### src/rtl/fetch_sequencer_if.sv
// Instruction-memory fetch port and decode issue port of the fetch sequencer.
// master = sequencer side, slave = memory/decode side.
interface fetch_sequencer_if #(
  parameter int ADDR_W  = 5,
  parameter int INSTR_W = 16
);
  logic               imem_req;
  logic [ADDR_W-1:0]  imem_addr;
  logic               imem_ack;
  logic [INSTR_W-1:0] imem_rdata;
  logic               instr_valid;
  logic [INSTR_W-1:0] instr;
  logic               instr_ready;
  logic               branch_taken;
  logic [ADDR_W-1:0]  branch_offset;

  modport master (
    output imem_req, imem_addr, instr_valid, instr,
    input  imem_ack, imem_rdata, instr_ready, branch_taken, branch_offset
  );
  modport slave (
    input  imem_req, imem_addr, instr_valid, instr,
    output imem_ack, imem_rdata, instr_ready, branch_taken, branch_offset
  );
endinterface

### src/rtl/fetch_sequencer.sv
// Single-outstanding instruction fetch controller: owns the PC, fetches over
// req/ack, issues over valid/ready, applies branch decisions, halts and faults.
module fetch_sequencer #(
  parameter int ADDR_W  = 5,
  parameter int INSTR_W = 16,
  parameter int TIMEOUT = 15,
  parameter int CNT_W   = 16
) (
  input  logic              clk,
  input  logic              reset,
  input  logic              start,
  input  logic              halt_req,
  fetch_sequencer_if.master bus,
  output logic [ADDR_W-1:0] pc_out,
  output logic              busy,
  output logic              halted,
  output logic              fault,
  output logic [CNT_W-1:0]  instr_count
);
  localparam int TCNT_W = 8;

  typedef enum logic [2:0] {S_IDLE, S_FETCH, S_ISSUE, S_HALTED, S_FAULT} state_t;

  state_t             state, state_nxt;
  logic [INSTR_W-1:0] instr_q;
  logic [TCNT_W-1:0]  tcnt;
  logic               halt_pending;
  logic               hs;
  logic               can_start;

  assign hs        = (state == S_ISSUE) && bus.instr_ready;
  assign can_start = (state == S_IDLE) || (state == S_HALTED);

  always_ff @(posedge clk or posedge reset) begin
    if (reset) state <= S_IDLE;
    else       state <= state_nxt;
  end

  always_comb begin
    state_nxt = state;
    case (state)
      S_IDLE, S_HALTED: if (start) state_nxt = S_FETCH;
      S_FETCH: begin
        if (bus.imem_ack)                     state_nxt = S_ISSUE;
        else if (tcnt == TCNT_W'(TIMEOUT))    state_nxt = S_FAULT;
      end
      S_ISSUE: if (hs) state_nxt = (halt_pending || halt_req) ? S_HALTED : S_FETCH;
      S_FAULT: state_nxt = S_FAULT;
      default: state_nxt = S_IDLE;
    endcase
  end

  always_comb begin
    bus.imem_req    = (state == S_FETCH);
    bus.imem_addr   = pc_out;
    bus.instr_valid = (state == S_ISSUE);
    bus.instr       = instr_q;
    busy            = (state == S_FETCH) || (state == S_ISSUE);
    halted          = (state == S_HALTED);
    fault           = (state == S_FAULT);
  end

  // tcnt holds the index of the current FETCH cycle; zero whenever not fetching
  always_ff @(posedge clk or posedge reset) begin
    if (reset) begin
      pc_out       <= '0;
      instr_q      <= '0;
      instr_count  <= '0;
      tcnt         <= '0;
      halt_pending <= 1'b0;
    end else begin
      if (state == S_FETCH && !bus.imem_ack) tcnt <= tcnt + 1'b1;
      else                                   tcnt <= '0;

      if (state == S_FETCH && bus.imem_ack) instr_q <= bus.imem_rdata;

      if (hs) begin
        pc_out      <= pc_out + (bus.branch_taken ? bus.branch_offset : ADDR_W'(1));
        instr_count <= instr_count + 1'b1;
      end

      if (state_nxt == S_HALTED && state != S_HALTED)
        halt_pending <= 1'b0;
      else if (halt_req && (busy || (can_start && start)))
        halt_pending <= 1'b1;
    end
  end
endmodule

### src/flat_wrapper.sv
// flat-port wrapper written by rule: the top's interface ports become plain ports
module fetch_sequencer_flat 
#(
  parameter int ADDR_W  = 5,
  parameter int INSTR_W = 16,
  parameter int TIMEOUT = 15,
  parameter int CNT_W   = 16
)
  (clk, reset, start, halt_req, pc_out, busy, halted, fault, instr_count, bus_imem_req, bus_imem_addr, bus_instr_valid, bus_instr, bus_imem_ack, bus_imem_rdata, bus_instr_ready, bus_branch_taken, bus_branch_offset);
  fetch_sequencer_if #(.ADDR_W(ADDR_W), .INSTR_W(INSTR_W)) bus_i ();
  input  logic clk;
  input  logic reset;
  input  logic start;
  input  logic halt_req;
  output logic [ADDR_W-1:0] pc_out;
  output logic busy;
  output logic halted;
  output logic fault;
  output logic [CNT_W-1:0] instr_count;
  output wire logic [$bits(bus_i.imem_req)-1:0] bus_imem_req;
  output wire logic [$bits(bus_i.imem_addr)-1:0] bus_imem_addr;
  output wire logic [$bits(bus_i.instr_valid)-1:0] bus_instr_valid;
  output wire logic [$bits(bus_i.instr)-1:0] bus_instr;
  input wire logic [$bits(bus_i.imem_ack)-1:0] bus_imem_ack;
  input wire logic [$bits(bus_i.imem_rdata)-1:0] bus_imem_rdata;
  input wire logic [$bits(bus_i.instr_ready)-1:0] bus_instr_ready;
  input wire logic [$bits(bus_i.branch_taken)-1:0] bus_branch_taken;
  input wire logic [$bits(bus_i.branch_offset)-1:0] bus_branch_offset;
  assign bus_imem_req = bus_i.imem_req;
  assign bus_imem_addr = bus_i.imem_addr;
  assign bus_instr_valid = bus_i.instr_valid;
  assign bus_instr = bus_i.instr;
  assign bus_i.imem_ack = bus_imem_ack;
  assign bus_i.imem_rdata = bus_imem_rdata;
  assign bus_i.instr_ready = bus_instr_ready;
  assign bus_i.branch_taken = bus_branch_taken;
  assign bus_i.branch_offset = bus_branch_offset;
  fetch_sequencer #(.ADDR_W(ADDR_W), .INSTR_W(INSTR_W), .TIMEOUT(TIMEOUT), .CNT_W(CNT_W)) u_core (.clk(clk), .reset(reset), .start(start), .halt_req(halt_req), .bus(bus_i), .pc_out(pc_out), .busy(busy), .halted(halted), .fault(fault), .instr_count(instr_count));
endmodule
### config.mk
export PLATFORM = sky130hd
export DESIGN_NAME = fetch_sequencer_flat
export DESIGN_NICKNAME = d
export VERILOG_FILES = /design/src/rtl/fetch_sequencer_if.sv /design/src/rtl/fetch_sequencer.sv /design/src/flat_wrapper.sv
export SDC_FILE = /design/constraint.sdc
export NUM_CORES = 1
export LEC_CHECK = 0
export BUFFER_PORTS_ARGS = -buffer_cell sky130_fd_sc_hd__buf_2
export CORE_ASPECT_RATIO = 0.9
export CORE_UTILIZATION = 50
export CTS_BUF_LIST = sky130_fd_sc_hd__clkbuf_4
export DETAILED_ROUTE_END_ITERATION = 16
export PLACE_DENSITY = 0.91
export RECOVER_POWER = 100
export SLEW_MARGIN = 20
export SYNTH_ARGS = -nofsm -noshare
export SYNTH_HDL_FRONTEND = slang
export SYNTH_SLANG_ARGS = --single-unit
### constraint.sdc
create_clock -name clk -period 2.8 [get_ports clk]
set_input_delay 0.28 -clock clk [delete_from_list [all_inputs] [get_ports clk]]
set_output_delay 0.28 -clock clk [all_outputs]
set_load 0.01 [all_outputs]
# [Word-level counts from Yosys, hierarchy flattened]
# Cells that the tools add are included.
[word_totals] ff_bits=49 latchBits=0 ramBits=0 romBits=0 in_bits=28 out_inout_bits=47 wordCells=40 n_memories=0
[classes] addsub=3 mul=0 div_mod_pow=0 order_cmp=0 n_eq_ne=7 shifts=0 muxes=10 bitwise_logic=0 reduce_logical=14
[op_table] operator="adder 16 x 1 -> 16 bit (second input constant)" n=1
[op_table] operator="2-to-1 mux 3 bit" n=4
[op_table] operator="case mux 3 bit (4 select lines)" n=1
[op_table] operator="equality test 3 x 2 -> 1 bit (second input constant)" n=3
[op_table] operator="adder 8 x 1 -> 8 bit (second input constant)" n=1
[op_table] operator="equality test 8 x 4 -> 1 bit (second input constant)" n=1
[op_table] operator="2-to-1 mux 8 bit" n=1
[op_table] operator="logical AND 1 bit" n=6
[op_table] operator="adder 5 bit" n=1
[op_table] operator="2-to-1 mux 5 bit" n=1
[op_table] operator="logical OR 1 bit" n=4
[op_table] operator="equality test 3 x 1 -> 1 bit (second input constant)" n=1
[op_table] operator="equality test 3 bit (second input constant)" n=1
[op_table] operator="logical NOT 3 bit" n=1
[op_table] operator="inequality test 3 x 2 -> 1 bit (second input constant)" n=1
[op_table] operator="2-to-1 mux 1 bit" n=2
[op_table] operator="2-to-1 mux 2 bit" n=1
[op_table] operator="nonzero test 2 bit" n=1
[op_table] operator="OR reduction 2 bit" n=1
[op_table] operator="logical NOT 1 bit" n=1

# [Depth between registers and ports, before layout]
# Gate-level depths: netlist of run 1.
[depth] ltp_word=7 mapped_depth=8 ltp_nobuf=8

# [Worst setup path before layout of run 1]
# OpenSTA, ideal clock, no wires.
[synth_timing] kind="reg-to-reg" startpoint="reg u_core.pc_out[0], in the netlist u_core.bus.imem_addr[0]" endpoint="reg u_core.pc_out[4], in the netlist u_core.bus.imem_addr[4]" setup_ns=0.079 arrival_ns=1.658 required_time_ns=2.721 setup_slack_ns=1.063 stages_incl_launch_ff=8 n_path_buf=0 period_less_slack_ns=1.737 cell_sequence="dfrtp_1 -> ha_1 -> inv_1 -> fa_1 -> nand2b_1 -> a21oi_1 -> mux2i_1 -> xor2_1"
[synth_between] elab_chain_cells=1
[synth_rtl] element="from (decl)" line="fetch_sequencer.sv:14" source="output logic [ADDR_W-1:0] pc_out,"
[synth_rtl] element="from (signal assigned)" line="fetch_sequencer.sv:78" source="pc_out <= pc_out + (bus.branch_taken ? bus.branch_offset : ADDR_W'(1));"
[synth_rtl] element="adder 5 bit" line="fetch_sequencer.sv:78"
# Every way passes these cells.
# A chain may end at the register's enable or synchronous reset.

# [Final worst setup path of run 1]
[layout_timing] startpoint="reg u_core.state[0]" endpoint="reg u_core.instr_q[8], in the netlist u_core.bus.instr[8]"
[layout_between] elab_chain_cells=2
[layout_rtl] element="from (decl)" line="fetch_sequencer.sv:24" source="state_t state, state_nxt;"
[layout_rtl] element="from (signal assigned)" line="fetch_sequencer.sv:36" source="else state <= state_nxt;"
[layout_rtl] element="equality test 3 x 1 -> 1 bit" line="fetch_sequencer.sv:75" source="if (state == S_FETCH && bus.imem_ack) instr_q <= bus.imem_rdata;"
[layout_rtl] element="logical AND 1 bit" line="fetch_sequencer.sv:75"
[layout_rtl] element="to (signal assigned)" line="fetch_sequencer.sv:75"
[layout_rtl] element="to (decl)" line="fetch_sequencer.sv:25" source="logic [INSTR_W-1:0] instr_q;"
# Every way passes these cells.

==> results.cfg, run 1 <==
[run_status]
outcome = finished with violations
violations = capacitance limit, slew limit

[clock_tree]
cts.repair.resized = 0
max-clock-path-buffers = 2
clock_tree.htree_level_count = 2
cts.sink_count = 49
clk-insertion-delay-late_ns = 0.37
post_cts_buffers = 0
tritoncts.num_buffers = 5
cts-root-buf = sky130_fd_sc_hd__clkbuf_4
clock_tree_from_tritoncts = done
reg_clk_slew_reported_paths_ns = 0.16
post_cts_hold_buffers = 0

[sta]
worst_slack_ns = 0.784
slew_headroom_pct = -42.4
finalSetupViolations = 0
period_share_pct = 72.0
setup_repair_after_global_routing_missed_its_margin = no
worst_slew_pin_slew_ns = 2.12
finalWorstPathRequiredPeriod_ns = 2.02
finClkSkew_ns = 0.0129
drv_slew = 50
timing.setup.tns_ns = 0
fmax_mhz = 496
hold_viol_final = 0

[global_routing]
wire_length_of_the_first_global_routing_pass_um = 6960
antenna_found_initial = 0
grt-ovfl-total = 0
grt_pass1_vias = 1579
grt_start_max_net_pins = 50
gr-usage-all-layers_pct = 18.4

[route]
drt_wl_total_um = 4180
ant_nets = 0
first_iter_violations = 73
route.detailed.wl_per_inst_um = 12.7
detailroute.via_count = 1664
firstDrtPassIters = 4
drc = 0
avgViaCountPerCell = 5.06

[job]
drv_cap = 1

[floorplan]
boundaryPins = 75
die_area_sq_um = 4950
num_rows = 23
die_h_um = 66.9
core_sq_um = 4460
die_width_um = 74.1
starting_density_pct = 52.4

[placed_design]
globalplace.congestion = 0.801
place.detailed.hpwl_um = 3040
placement.io_buffers = 74
detailedPlace.worstSlack_ns = 0.880

[worst_setup_path]
data_arrival_time_of_the_critical_path_ns = 2.28
cp_data_required_time_ns = 3.06
crit_path_start_kind = flop
critical_path.slowest_cell = sky130_fd_sc_hd__and2_1
endpoint_kind = flop
crit_chain = nor3b_1 > and2_1 > mux2_2
setup.worst_path.class = reg2reg
crit_fanout = 17
critPathMaxStageDelay_ns = 0.65

[synth]
synth_top_cells_by_area = sky130_fd_sc_hd__dfrtp_1 52%, sky130_fd_sc_hd__mux2_2 9.6%, sky130_fd_sc_hd__xnor2_1 5.2%
ys_seq_elements = 49
async_flop_share_pct = 100
post_synth_num_cell_types = 38
yosys.cell_count.top_type = sky130_fd_sc_hd__dfrtp_1
synthesis.area_per_instance_sq_um = 12.0
synth_warnings = 0
synth.yosys.seq_area_share_pct = 52.5
synth.cells.most_frequent = 49 x sky130_fd_sc_hd__dfrtp_1, 20 x sky130_fd_sc_hd__mux2_2, 15 x sky130_fd_sc_hd__nor2_1
synthesis.nets = 229
yosys.area.top_type = sky130_fd_sc_hd__dfrtp_1
synth_edf_count = 0
synth-main-ff-cell = sky130_fd_sc_hd__dfrtp_1
yosysTopAreaCellShare_pct = 52.5
synthCells = 194
syn_area_sq_um = 2340

[finish]
num_antenna_cells = 0
layout-area-overhead-vs-synth_pct = 16.0
fin_nets = 301
final_layout_size_suffix_gt1_share_pct = 22.1

[min_path]
hp-class = in2reg

[power]
cellLeakagePower_uw = 0.00125
power-per-cell-area_nw_per_um2 = 888
vdd_ir_drop_max_v = 0.000514
## path summary, 6_finish.rpt
kind / from / end / slack (ns) / cells after the start
setup / recovery: u_core.state[0] / u_core.bus.instr[8] / 0.78 / 3
hold / removal: bus_imem_rdata[0] / u_core.bus.instr[0] / 0.13 / 2
setup reg to reg: u_core.state[0] / u_core.bus.instr[8] / 0.78 / 3
hold reg to reg: u_core.instr_count[15] / u_core.instr_count[15] / 0.49 / 1
max in group asynchronous: reset / u_core.tcnt[1] / 1.39 / 2
min in group asynchronous: reset / u_core.bus.instr[2] / 0.45 / 2
## power breakdown
part	switching [uW]	internal, uW
logic	466	424
clock network	233	189
registers	176	918
## layout make-up
class	count	area (sq um)
Inverter	7	27.5
Timing Repair Buffer	74	313
Clock inverter	3	46.3
Multi-Input combinational cell	129	982
Tap cell	62	77.6
Fill cell	407	1750
Clock buffer	5	37.5
Sequential cell	49	1230
## critical path: cells and delay by family (launching register included)
| family | cells | cell delay, ns |
|---|---|---|
| and+or+nand+nor | 2 | 1.03 |
| DFF | 1 | 0.47 |
| muxes | 1 | 0.41 |
## metal layers
layer	global-route usage (%)	vias up	wire (um)
met5	0	-	0
met4	5.77	0	42
met3	3.63	5	185
met2	29.5	49	1960
met1	24.9	803	1990
li1	-	807	-
## flip-flops by register name, indices dropped and copies added (netlist names)
name,count
u_core.halt_pending,1
u_core.instr_count,16
u_core.state,3
u_core.tcnt,8
u_core.bus.instr,16
u_core.bus.imem_addr,5
## cells by family (layout without fill, tap and decap cells)
| kind of cell | count (synthesis) | count (layout) | share of synthesized area, % |
|---|---|---|---|
| buffers and inverters | 16 | 89 | 4.23 |
| adder cells (fa/ha/maj) | 7 | 7 | 4.07 |
| flip-flops | 49 | 49 | 52.5 |
| XOR/XNOR | 25 | 25 | 9.37 |
| multiplexers | 21 | 21 | 10.1 |
| AO/OA/AOI/OAI | 10 | 10 | 2.73 |
| AND/OR/NAND/NOR | 66 | 66 | 17.1 |
## cell usage in the layout, fill, tap and decap left out, drive strengths merged
master / instances
a21o: 3
a21oi: 4
a2bb2oi: 1
and2: 5
and3: 6
and4: 2
and4bb: 1
buf: 28
bufinv: 1
clkbuf: 51
clkinv: 1
clkinvlp: 2
dfrtp: 49
fa: 1
ha: 6
inv: 6
mux2: 20
mux2i: 1
nand2: 7
nand2b: 3
nand3: 6
nand3b: 1
nand4: 8
nor2: 15
nor2b: 3
nor3: 1
nor3b: 4
nor4: 1
o21ai: 1
o21bai: 1
or2: 1
or3: 1
or3b: 1
xnor2: 14
xor2: 11
## through the flow
stage / area [sq um] / total power, uW / util [%] / std cells / hold WS [ns]
after detailed placement: 2710 / 2090 / 60.8 / 321 / 0.465
after global routing: 2710 / 2580 / 60.8 / 329 / 0.111
after CTS: 2800 / 2510 / 62.7 / 329 / 0.118
after global placement: 2710 / 2040 / 60.8 / 321 / 0.458
after floorplan: 2340 / 1790 / - / 194 / 0.432
final: 2710 / 2410 / 60.8 / 329 / 0.130
Power figures use the tool's default switching activity.
==> inputs of run 2 (changes only) <==
--- a/config.mk
+++ b/config.mk
@@ -5,12 +5,13 @@
 export SDC_FILE = /design/constraint.sdc
 export NUM_CORES = 1
 export LEC_CHECK = 0
+export ABC_AREA = 1
 export BUFFER_PORTS_ARGS = -buffer_cell sky130_fd_sc_hd__buf_2
 export CORE_ASPECT_RATIO = 0.9
 export CORE_UTILIZATION = 50
 export CTS_BUF_LIST = sky130_fd_sc_hd__clkbuf_4
 export DETAILED_ROUTE_END_ITERATION = 16
-export PLACE_DENSITY = 0.91
+export PLACE_DENSITY = 0.89
 export RECOVER_POWER = 100
 export SLEW_MARGIN = 20
 export SYNTH_ARGS = -nofsm -noshare
==> constraint.sdc (replaced) <==
create_clock -name clk -period 2.05 [get_ports clk]
set_input_delay 0.205 -clock clk [delete_from_list [all_inputs] [get_ports clk]]
set_output_delay 0.205 -clock clk [all_outputs]
set_load 0.01 [all_outputs]
==> results.cfg, run 2 <==
[clock_tree]
reg_clk_slew_reported_paths_ns = 0.13
post_cts_buffers = 0
tritoncts.num_buffers = 5
clk-insertion-delay-late_ns = 0.37
cts-root-buf = sky130_fd_sc_hd__clkbuf_4
clock_tree_from_tritoncts = done
clock_tree.htree_level_count = 2
cts.sink_count = 49
cts.repair.resized = 0
max-clock-path-buffers = 2
post_cts_hold_buffers = 1

[power]
vdd_ir_drop_max_v = 0.000706
cellLeakagePower_uw = 0.00147
power-per-cell-area_nw_per_um2 = 1110

[worst_setup_path]
reg2reg_setup_slack_ns = 0.32
destination_of_the_worst_register_to_register_timing_path = u_core.bus.imem_addr[2]
crit_chain = inv_1 > nand3_1 > nor2_4 > inv_1 > nand2_1 > o21ai_0
crit_path_start_kind = flop
crit_fanout = 22
cp_num_buf_inv = 2
worstRegToRegCells = 6
cp_data_required_time_ns = 2.30
path_common_cell = sky130_fd_sc_hd__inv_1
critical_path.slowest_cell = sky130_fd_sc_hd__nor2_4
critPathMaxStageDelay_ns = 0.42
setup.worst_path.class = reg2reg
endpoint_kind = flop
worstReg2RegStart = u_core.state[0]
data_arrival_time_of_the_critical_path_ns = 1.98
crit_family = simple AND/OR/NAND/NOR gates

[route]
route.detailed.wl_per_inst_um = 12.0
drt-met1-wl_um = 2460
dr.max_layer_used = met4
routed_length_on_met3_um = 315
avgViaCountPerCell = 5.08
drt_wl_total_um = 5560
drc = 0
firstDrtPassIters = 4
ant_nets = 0
first_iter_violations = 136
met2_wirelength_um = 2720
detailroute.via_count = 2348

[floorplan]
die_h_um = 70.5
core_sq_um = 4920
starting_density_pct = 53.0
num_rows = 24
die_width_um = 78.1
die_area_sq_um = 5510
boundaryPins = 75

[synth]
yosysTopAreaCellShare_pct = 47.0
yosys.cell_count.top_type = sky130_fd_sc_hd__nand2_1
ys_seq_elements = 49
synth-main-ff-cell = sky130_fd_sc_hd__dfrtp_1
synthCells = 326
synth_top_cells_by_area = sky130_fd_sc_hd__dfrtp_1 47%, sky130_fd_sc_hd__nand2_1 15%, sky130_fd_sc_hd__nand3_1 4.6%
yosys.area.top_type = sky130_fd_sc_hd__dfrtp_1
synthesis.nets = 361
post_synth_num_cell_types = 31
synth_warnings = 0
synth_edf_count = 0
async_flop_share_pct = 100
synth.cells.most_frequent = 106 x sky130_fd_sc_hd__nand2_1, 49 x sky130_fd_sc_hd__dfrtp_1, 32 x sky130_fd_sc_hd__inv_1
synth.yosys.seq_area_share_pct = 47.0
synthesis.area_per_instance_sq_um = 8.00
syn_area_sq_um = 2610

[sta]
timing.setup.tns_ns = 0
hold_viol_final = 0
finalSetupViolations = 0
drv_slew = 0
finalWorstPathRequiredPeriod_ns = 1.73
hold_ws_ns = 0.0600
finClkSkew_ns = 0.0156
fmax_mhz = 577
slew_headroom_pct = 21.9
setup_repair_after_global_routing_missed_its_margin = no
period_share_pct = 84.6
worst_slew_pin_slew_ns = 1.17

[placed_design]
placement.io_buffers = 74
globalplace.congestion = 0.849
placed_cells_incl_taps = 454
place.detailed.hpwl_um = 4140

[finish]
fin_nets = 432
multiInputGateArea_sq_um = 1130
area.sequential_sq_um = 1230
leading_cell_type_in_the_layout_fill_and_taps_excluded = sky130_fd_sc_hd__nand2_1
final_layout_size_suffix_gt1_share_pct = 12.3
fillCellCount = 468
layout.cells.most_common_list = 108 x sky130_fd_sc_hd__nand2_1, 49 x sky130_fd_sc_hd__dfrtp_1, 47 x sky130_fd_sc_hd__clkbuf_1
num_antenna_cells = 0
layout-area-overhead-vs-synth_pct = 13.1
post_layout_nonfiller_instances = 462

[run_status]
outcome = complete, no violations

[global_routing]
gr-usage-all-layers_pct = 21.3
wire_length_of_the_first_global_routing_pass_um = 9340
grt_pass1_vias = 2155
grt_start_max_net_pins = 50
antenna_found_initial = 0
grt-ovfl-total = 0

[min_path]
min_to = u_core.bus.instr[7]
timing.hold.worst_path_depth = 3
hp-class = in2reg
timing.hold.worst.start = bus_imem_rdata[7]

[job]
drv_cap = 0
[run 2: final cells by class]
class                   count  share of cell area [%]
repair buffers             76                    11.1
clock inverters             2                   0.382
flip-flops and latches     49                    41.5
well taps                  65                    2.76
inverters                  35                    4.54
multi-input cells         230                    38.4
clock buffers               5                    1.27
[run 2: metal layers]
layer	up-vias	track usage, %
li1	1162	-
met1	1095	27.2
met2	85	35.9
met3	6	4.97
met4	0	7.00
met5	-	0
[run 2: power breakdown]
group          switching [uW]  internal (uW)
Combinational             874            453
Sequential                261           1260
Clock                     307            124
Total                    1440           1830
[run 2: per-stage QoR]
stage	setup slack [ns]	cell area, sq um	power, uW	utilization, %
6_report	0.315	2950	3280	59.9
5_1_grt	0.142	2950	3540	59.9
4_1_cts	0.396	3040	3420	61.7
3_5_place_dp	0.411	2980	2990	60.5
3_3_place_gp	0.494	2980	2920	60.5
2_1_floorplan	0.562	2610	2520	-
[run 2: tightest hold or removal path: stages]
cell and delay, ns:
sky130_fd_sc_hd__buf_2 0.07, sky130_fd_sc_hd__nand3_1 0.06, sky130_fd_sc_hd__nand2_1 0.06
[run 2: worst max-delay path by stage]
stage / startpoint / endpoint / slack (ns) / cells after the start
global placement: bus_branch_taken / u_core.bus.imem_addr[4] / 0.49 / 11
CTS: u_core.state[0] / u_core.instr_count[1] / 0.40 / 6
floorplan: u_core.bus.imem_addr[0] / u_core.bus.imem_addr[4] / 0.56 / 9
global route: u_core.state[0] / u_core.instr_count[10] / 0.14 / 6
detailed placement: u_core.state[0] / u_core.instr_count[1] / 0.41 / 6
finish: u_core.state[0] / u_core.bus.imem_addr[2] / 0.32 / 6
[run 2: cell families after synthesis]
group | synth area share [%]
and+or+nand+nor | 31.5
xor gates and xnor gates | 2.69
AOI/OAI and AO/OA | 6.67
buffers and inverters | 8.54
adders and majority gates | 3.65
DFF | 47.0
